===== config.mk =====
export PLATFORM = sky130hd
export DESIGN_NAME = control_burbujas
export DESIGN_NICKNAME = d
export VERILOG_FILES = /design/src/rtl/control_burbujas.sv
export SDC_FILE = /design/constraint.sdc
export NUM_CORES = 1
export LEC_CHECK = 0
export ABC_AREA = 1
export ABC_CLOCK_PERIOD_IN_PS = 1400
export CAP_MARGIN = 0
export CORE_MARGIN = 10
export CORE_UTILIZATION = 43
export DETAILED_ROUTE_END_ITERATION = 12
export PLACE_DENSITY_LB_ADDON = 0.12
export RECOVER_POWER = 25
export SYNTH_ARGS = -nofsm -noshare
export SYNTH_HDL_FRONTEND = slang
export SYNTH_SLANG_ARGS = --single-unit

===== constraint.sdc =====
create_clock -name clk -period 1.4 [get_ports clk]
set_input_delay 0.14 -clock clk [delete_from_list [all_inputs] [get_ports clk]]
set_output_delay 0.14 -clock clk [all_outputs]
set_load 0.02 [all_outputs]

===== src/rtl/control_burbujas.sv =====
// control_burbujas: stall/bubble sequencer for the filter processor pipe.
// Inserts LOAD_LAT NOP bubbles per load-use hazard and freezes the whole
// pipe while data memory is busy. A MAX_WAIT guard forces the pipe to
// release and raises a sticky flag.
//
// Memory handshake: the MEM stage raises mem_req for every cycle its
// instruction accesses data memory. The access completes in the cycle where
// mem_req and mem_ready are both 1. A cycle with mem_req=1 and mem_ready=0
// is a freeze cycle. Once the sequencer is waiting on memory, only
// mem_ready (or the timeout) ends the wait, and mem_req is no longer looked at.
module control_burbujas #(
    parameter int LOAD_LAT = 1,
    parameter int MAX_WAIT = 8,
    parameter int CNT_W    = 16
) (
    input  logic             clk,
    input  logic             rst,
    input  logic             hazard_req,
    input  logic             mem_req,
    input  logic             mem_ready,
    output logic             PC_EN,
    output logic             F_Reg_EN,
    output logic             D_Reg_EN,
    output logic             E_Reg_EN,
    output logic             NOP_Mux,
    output logic             mem_timeout,
    output logic [CNT_W-1:0] stall_count,
    output logic             busy
);

    typedef enum logic [1:0] {
        RUN     = 2'd0,
        BUBBLE  = 2'd1,
        MEMWAIT = 2'd2
    } state_t;

    localparam logic [3:0] BUB_INIT = 4'(LOAD_LAT - 1);
    localparam logic [7:0] WAIT_MAX = 8'(MAX_WAIT);

    state_t     state;
    state_t     state_nxt;
    logic [3:0] bub_cnt;
    logic [3:0] bub_cnt_nxt;
    logic [7:0] wait_cnt;
    logic [7:0] wait_cnt_nxt;
    logic       timeout_set;
    logic       freeze;

    assign freeze = mem_req & ~mem_ready;

    // The reset term keeps busy low during the reset cycle, even while the
    // state register still holds an older value.
    assign busy = ~rst & (state != RUN);

    // State and counter registers. The stall counter saturates instead of wrapping.
    always_ff @(posedge clk) begin
        if (rst) begin
            state       <= RUN;
            bub_cnt     <= 4'd0;
            wait_cnt    <= 8'd0;
            mem_timeout <= 1'b0;
            stall_count <= '0;
        end else begin
            state    <= state_nxt;
            bub_cnt  <= bub_cnt_nxt;
            wait_cnt <= wait_cnt_nxt;
            if (timeout_set) begin
                mem_timeout <= 1'b1;
            end
            if (!PC_EN && (stall_count != {CNT_W{1'b1}})) begin
                stall_count <= stall_count + 1'b1;
            end
        end
    end

    // Mealy enables and next state. A memory freeze outranks a bubble, and a bubble outranks a normal advance.
    always_comb begin
        PC_EN        = 1'b1;
        F_Reg_EN     = 1'b1;
        D_Reg_EN     = 1'b1;
        E_Reg_EN     = 1'b1;
        NOP_Mux      = 1'b0;
        state_nxt    = state;
        bub_cnt_nxt  = bub_cnt;
        wait_cnt_nxt = wait_cnt;
        timeout_set  = 1'b0;

        if (rst) begin
            // Flush: hold the front end and push NOPs down the back end.
            PC_EN    = 1'b0;
            F_Reg_EN = 1'b0;
            NOP_Mux  = 1'b1;
        end else begin
            case (state)
                RUN: begin
                    if (freeze) begin
                        // The hazard stays asserted while ID is frozen, so it is
                        // handled after the freeze ends.
                        PC_EN        = 1'b0;
                        F_Reg_EN     = 1'b0;
                        D_Reg_EN     = 1'b0;
                        E_Reg_EN     = 1'b0;
                        wait_cnt_nxt = 8'd1;
                        state_nxt    = MEMWAIT;
                    end else if (hazard_req) begin
                        PC_EN    = 1'b0;
                        F_Reg_EN = 1'b0;
                        NOP_Mux  = 1'b1;
                        if (LOAD_LAT > 1) begin
                            bub_cnt_nxt = BUB_INIT;
                            state_nxt   = BUBBLE;
                        end
                    end
                end
                BUBBLE: begin
                    if (freeze) begin
                        // Pause the bubble sequence. The bubble count is held.
                        PC_EN    = 1'b0;
                        F_Reg_EN = 1'b0;
                        D_Reg_EN = 1'b0;
                        E_Reg_EN = 1'b0;
                    end else begin
                        PC_EN       = 1'b0;
                        F_Reg_EN    = 1'b0;
                        NOP_Mux     = 1'b1;
                        bub_cnt_nxt = bub_cnt - 4'd1;
                        if (bub_cnt == 4'd1) begin
                            state_nxt = RUN;
                        end
                    end
                end
                MEMWAIT: begin
                    if (mem_ready) begin
                        state_nxt    = RUN;
                        wait_cnt_nxt = 8'd0;
                    end else if (wait_cnt == WAIT_MAX) begin
                        // Forced release. The pipe advances as if memory had answered.
                        timeout_set  = 1'b1;
                        state_nxt    = RUN;
                        wait_cnt_nxt = 8'd0;
                    end else begin
                        PC_EN        = 1'b0;
                        F_Reg_EN     = 1'b0;
                        D_Reg_EN     = 1'b0;
                        E_Reg_EN     = 1'b0;
                        wait_cnt_nxt = wait_cnt + 8'd1;
                    end
                end
                default: begin
                    state_nxt = RUN;
                end
            endcase
        end
    end

endmodule


**After elaboration in Yosys (flattened, before gate mapping)**

Index checks and enable logic that the tools add are counted.
W data, S select, Z words.

- Reductions and logical operators: 9
- Eq/ne operators: 9
- Mux-type cells: 26
- Bitwise gates (word level): 5
- $add $sub $neg: 3

Operators by type and width:

| cell | number |
|---|---|
| $mux W8 | 3 |
| $add A16 B1 Y16 const B | 1 |
| $ne A16 B16 Y1 const B | 1 |
| $pmux W8 S2 | 1 |
| $mux W1 | 13 |
| $mux W2 | 5 |
| $add A8 B1 Y8 const B | 1 |
| $eq A8 B4 Y1 const B | 1 |
| $ne A2 B2 Y1 const B | 3 |
| $pmux W2 S3 | 1 |
| $eq A4 B1 Y1 const B | 1 |
| $pmux W1 S2 | 2 |
| $reduce_and A2 Y1 | 2 |
| $reduce_and A4 Y1 | 1 |
| $reduce_bool A2 Y1 | 2 |
| $sub A4 B1 Y4 const B | 1 |
| $ne A3 B3 Y1 const B | 1 |
| $not A1 Y1 | 3 |
| $pmux W1 S3 | 1 |
| $and A1 B1 Y1 | 2 |
| $eq A2 B1 Y1 const B | 1 |
| $eq A2 B2 Y1 const B | 1 |
| $logic_not A2 Y1 | 1 |
| $reduce_or A2 Y1 | 1 |
| other kinds (2) | 2 |

- Word-level logic and storage cells: 57
- Output and inout port bits: 23
- Input port bits: 5
- Register bits: 31

**Longest topological paths before layout**

- Depth after elaboration: 7
- Mapped depth: 11

**Worst setup path after synthesis**

OpenSTA, ideal clock, no wires.

- Kind: flip-flop to output port
- From: reg wait_cnt[0]
- To: out PC_EN
- Arrival time: 1.540 ns
- Cell stages (with the launch flop): 11
- Slack: -0.280 ns
- Buffers on the path: 2
- Path through: dfxtp_1 -> inv_1 -> ha_1 -> nand3_1 -> o21ai_1 -> nand2_2 -> nand2_4 -> nand2_4 -> buf_6 -> inv_1 -> buf_4

- Word-level cells in the longest chain between the ends: 5

RTL lines:

| item | RTL line | RTL |
|---|---|---|
| start: declaration | 44 | `logic [7:0] wait_cnt;` |
| start signal: assignment | 66 | `wait_cnt <= wait_cnt_nxt;` |
| $eq A8 B4 Y1 | 136 | `end else if (wait_cnt == WAIT_MAX) begin` |
| $mux W1 (2 in a row) | - |  |
| $pmux W1 S3 | - |  |
| $mux W1 | - |  |
| end: declaration | 21 | `output logic PC_EN,` |

No other way between the ends.

**Worst setup path after layout**

- From: reg wait_cnt[4]
- To: out PC_EN

- Word-level cells in the longest chain between the ends: 5

RTL lines:

| item | RTL line | RTL |
|---|---|---|
| $eq A8 B4 Y1 | 136 |  |
| $mux W1 | 136 |  |
| $mux W1 | 133 | `if (mem_ready) begin` |
| $pmux W1 S3 | 94 | `case (state)` |
| $mux W1 | 88 | `if (rst) begin` |

No other way between the ends.

==> key figures <==
Worst setup path
  • Critical Path AT: 1500 ps
  • Start of the worst register-to-register path: wait_cnt[4]$_SDFFE_PP0P_
  • Origin of the worst setup path: wait_cnt[4]$_SDFFE_PP0P_
  • Largest fanout on the critical path: 3
  • CP endpoint kind: output pin
  • Path depth of the worst reg2reg path: 9
  • CP required: 1260 ps
  • Worst setup path class: reg -> out
  • R2R Path End: stall_count[7]$_SDFFE_PP0P_
  • Worst reg-to-reg setup slack: -180 ps
  • Startpoint type of the worst setup path: flop
  • Critical path destination: PC_EN

Die
  • Die Footprint: 0.00667 sq mm
  • Number of placed I/O pins: 28
  • Core Region: 0.00366 sq mm
  • Height of the die: 81.7 um
  • Number of placement rows: 22
  • Initial cell density of the core: approximately 45%
  • Die outline width: 81.7 um

Timing
  • Worst setup slack after layout: -242 ps
  • Pin slew with the least headroom to its limit: 336 ps
  • Max Fclk: 609 MHz
  • Max Clock Skew: 5.98 ps
  • Final hold violation count: 0
  • Hold WS: around 330 ps
  • Final critical path time including I/O delays and setup: 1640 ps
  • RSZ-0062 raised after global routing: true
  • Slew HR: 77.6%
  • Number of failing setup endpoints in the final timing report: 19
  • Final count of pins violating max slew: 0
  • Tcrit/Tclk final: 117%

Global routing
  • Vias in the first global route: 1,622
  • Wire length of the first global-routing pass: 7360 um
  • GR Overflow Total: 0
  • Maximum number of pins on one net before global-route repair: 22
  • Combined global-route utilization of all metal layers: 13.5%
  • Number of antenna violations at the first check in global routing: 0

Yosys
  • Post-Synthesis Cells: 245
  • Count of warnings emitted by yosys: 0
  • Post-synthesis sequential element count: 26
  • Nets in the synthesized netlist: 253
  • Number of distinct library cells after synthesis: 29
  • Sequential-to-total area share from yosys stat: 31.8%
  • Post-synthesis instance area: 0.00164 sq mm
  • Average cell area after synthesis: 6.67 sq um

Clocking
  • H-tree Lvls: 1
  • TritonCTS buffer count: 3
  • Clock insertion delay at the later pin of the skew report: around 280 ps
  • TritonCTS clock tree: yes
  • Hold-fix buffer count after cts: 0
  • Number of sinks on the clock net: 26
  • Clock slew at reported path FFs: 100 ps
  • CTS Root Cell: sky130_fd_sc_hd__clkbuf_8
  • Maximum count of clock buffers along a single path: 2

Detailed routing
  • Initial detailed-routing violation count: 98
  • Post-DR wirelength/cell: 12.3 um
  • DRC violations left: 0
  • Pre-antenna DRT Iters: 4
  • Number of nets still failing antenna checks after routing: 0
  • Routed via count: 1,824
  • Post-detailed-route via-to-cell ratio: 4.85
  • Total length of routed wires: between 4000 and 5000 um

Min path
  • Critical hold path startpoint: mem_ready
  • Hold Crit Class: in -> reg

Placement
  • Placer congestion estimate: between 0.8 and 0.9
  • Standard cell area after detailed placement: 0.00234 sq mm
  • Buffers on Ports: 27
  • Post-detailed-placement half-perimeter wirelength: around 3200 um

Pwr
  • Cell area power density: 629 mW/mm^2
  • Peak ir drop on the vdd network: 0.413 mV
  • Leakage power: 1.22 nW
  • Pwr Total: 1.62 mW

Run status
  • Failing checks: setup timing
  • Result of the run: complete, but fails checks

Final layout
  • Layout Utilization: a little over two thirds
  • Area grow syn2layout: 57.5%
  • Total Nets Final: 337
  • Number of diodes added for antenna fixing: 0
  • Layout Cell Area excl Fill: 0.00257 sq mm
  • Layout cell share with drive strength beyond 1: 41.2%

Run
  • Number of max-capacitance violations reported: 0
## critical path: stages (launching register included)
cell and delay, ps:
sky130_fd_sc_hd__dfxtp_1 330, sky130_fd_sc_hd__nor2_1 120, sky130_fd_sc_hd__nand2_1 120, sky130_fd_sc_hd__o21ai_4 190, sky130_fd_sc_hd__nand2_2 100, sky130_fd_sc_hd__nand2_4 90, sky130_fd_sc_hd__nand2_4 60, sky130_fd_sc_hd__clkinvlp_4 100
sky130_fd_sc_hd__buf_6 110
## routing by layer
metal  share of wire [%]  global-route usage [%]
met5                   0                       0
met2                  45                    20.2
met4                 1.0                    3.57
met1                  49                    19.6
met3                 5.2                    1.75
## final cells by class
type / instances / area [sq um]
Clock buffer: 4 / 55.1
Timing Repair Buffer: 87 / 704
Sequential cell: 26 / 548
Tap cell: 48 / 60.1
Multi-Input combinational cell: 178 / 1080
Inverter: 33 / 130
Fill cell: 313 / 1090
## where the power goes
group	internal, mW	switching (mW)
Clock	0.252	0.261
Sequential	0.756	0.0157
Combinational	0.154	0.182
## worst min path at each step
stage	endpoint	slack, ps	depth (start not counted)
after floorplan	wait_cnt[4]$_SDFFE_PP0P_	350	3
after global placement	mem_timeout$_SDFFE_PP0P_	450	1
after detailed placement	mem_timeout$_SDFFE_PP0P_	460	1
after CTS	mem_timeout$_SDFFE_PP0P_	330	3
after global routing	mem_timeout$_SDFFE_PP0P_	340	3
final	mem_timeout$_SDFFE_PP0P_	330	3
## state kept, by name, indices dropped and copies added (netlist names)
register and cells:
mem_timeout 1, stall_count 16, state 1, wait_cnt 8
## synth_stat cells (all sizes together)
library cell	instances	area, sq um
a211oi	1	7.51
a21oi	21	116
a31oi	1	6.26
buf	8	72.6
clkbuf	1	3.75
dfxtp	26	521
ha	3	37.5
inv	33	126
nand2	63	254
nand3	25	170
nand4	3	33.8
nor2	42	180
nor3	4	20.0
nor4	1	6.26
o21a	1	7.51
o21ai	8	40.0
or2	1	6.26
xor2	3	26.3
## per-stage QoR
step	worst slack [ps]	TNS, ps	std cells
after floorplan	-96.3	-129	245
after global placement	-585	-6780	362
after detailed placement	-601	-7270	362
after CTS	-282	-3530	373
after global routing	-305	-4560	376
final	-242	-2780	376
## cell families after synthesis
logic type,share of synthesized area (%)
AOI/OAI and AO/OA,10.9
xor gates and xnor gates,1.61
adders and majority gates,2.30
buffers and inverters,12.4
DFF,31.8
and+or+nand+nor,41.0
## placed cells by master (no fill, tap or decap), drive strengths merged
cell	count
a211oi	1
a21oi	21
a31oi	1
buf	65
clkbuf	5
clkdlybuf4s50	4
clkinvlp	1
dfxtp	26
dlygate4sd2	17
ha	3
inv	32
nand2	63
nand3	25
nand4	4
nor2	42
nor3	4
nor4	1
o21a	1
o21ai	8
or2	1
xor2	3
## what timing repair did
action                     in CTS  in global routing
setup endpoints to repair      38                 27
setup buffers                   6                  6
pin swaps                       6                 15
gates cloned                    1                  0
gates resized for setup        56                 25
No activity file was read; power rests on OpenSTA's default activity.
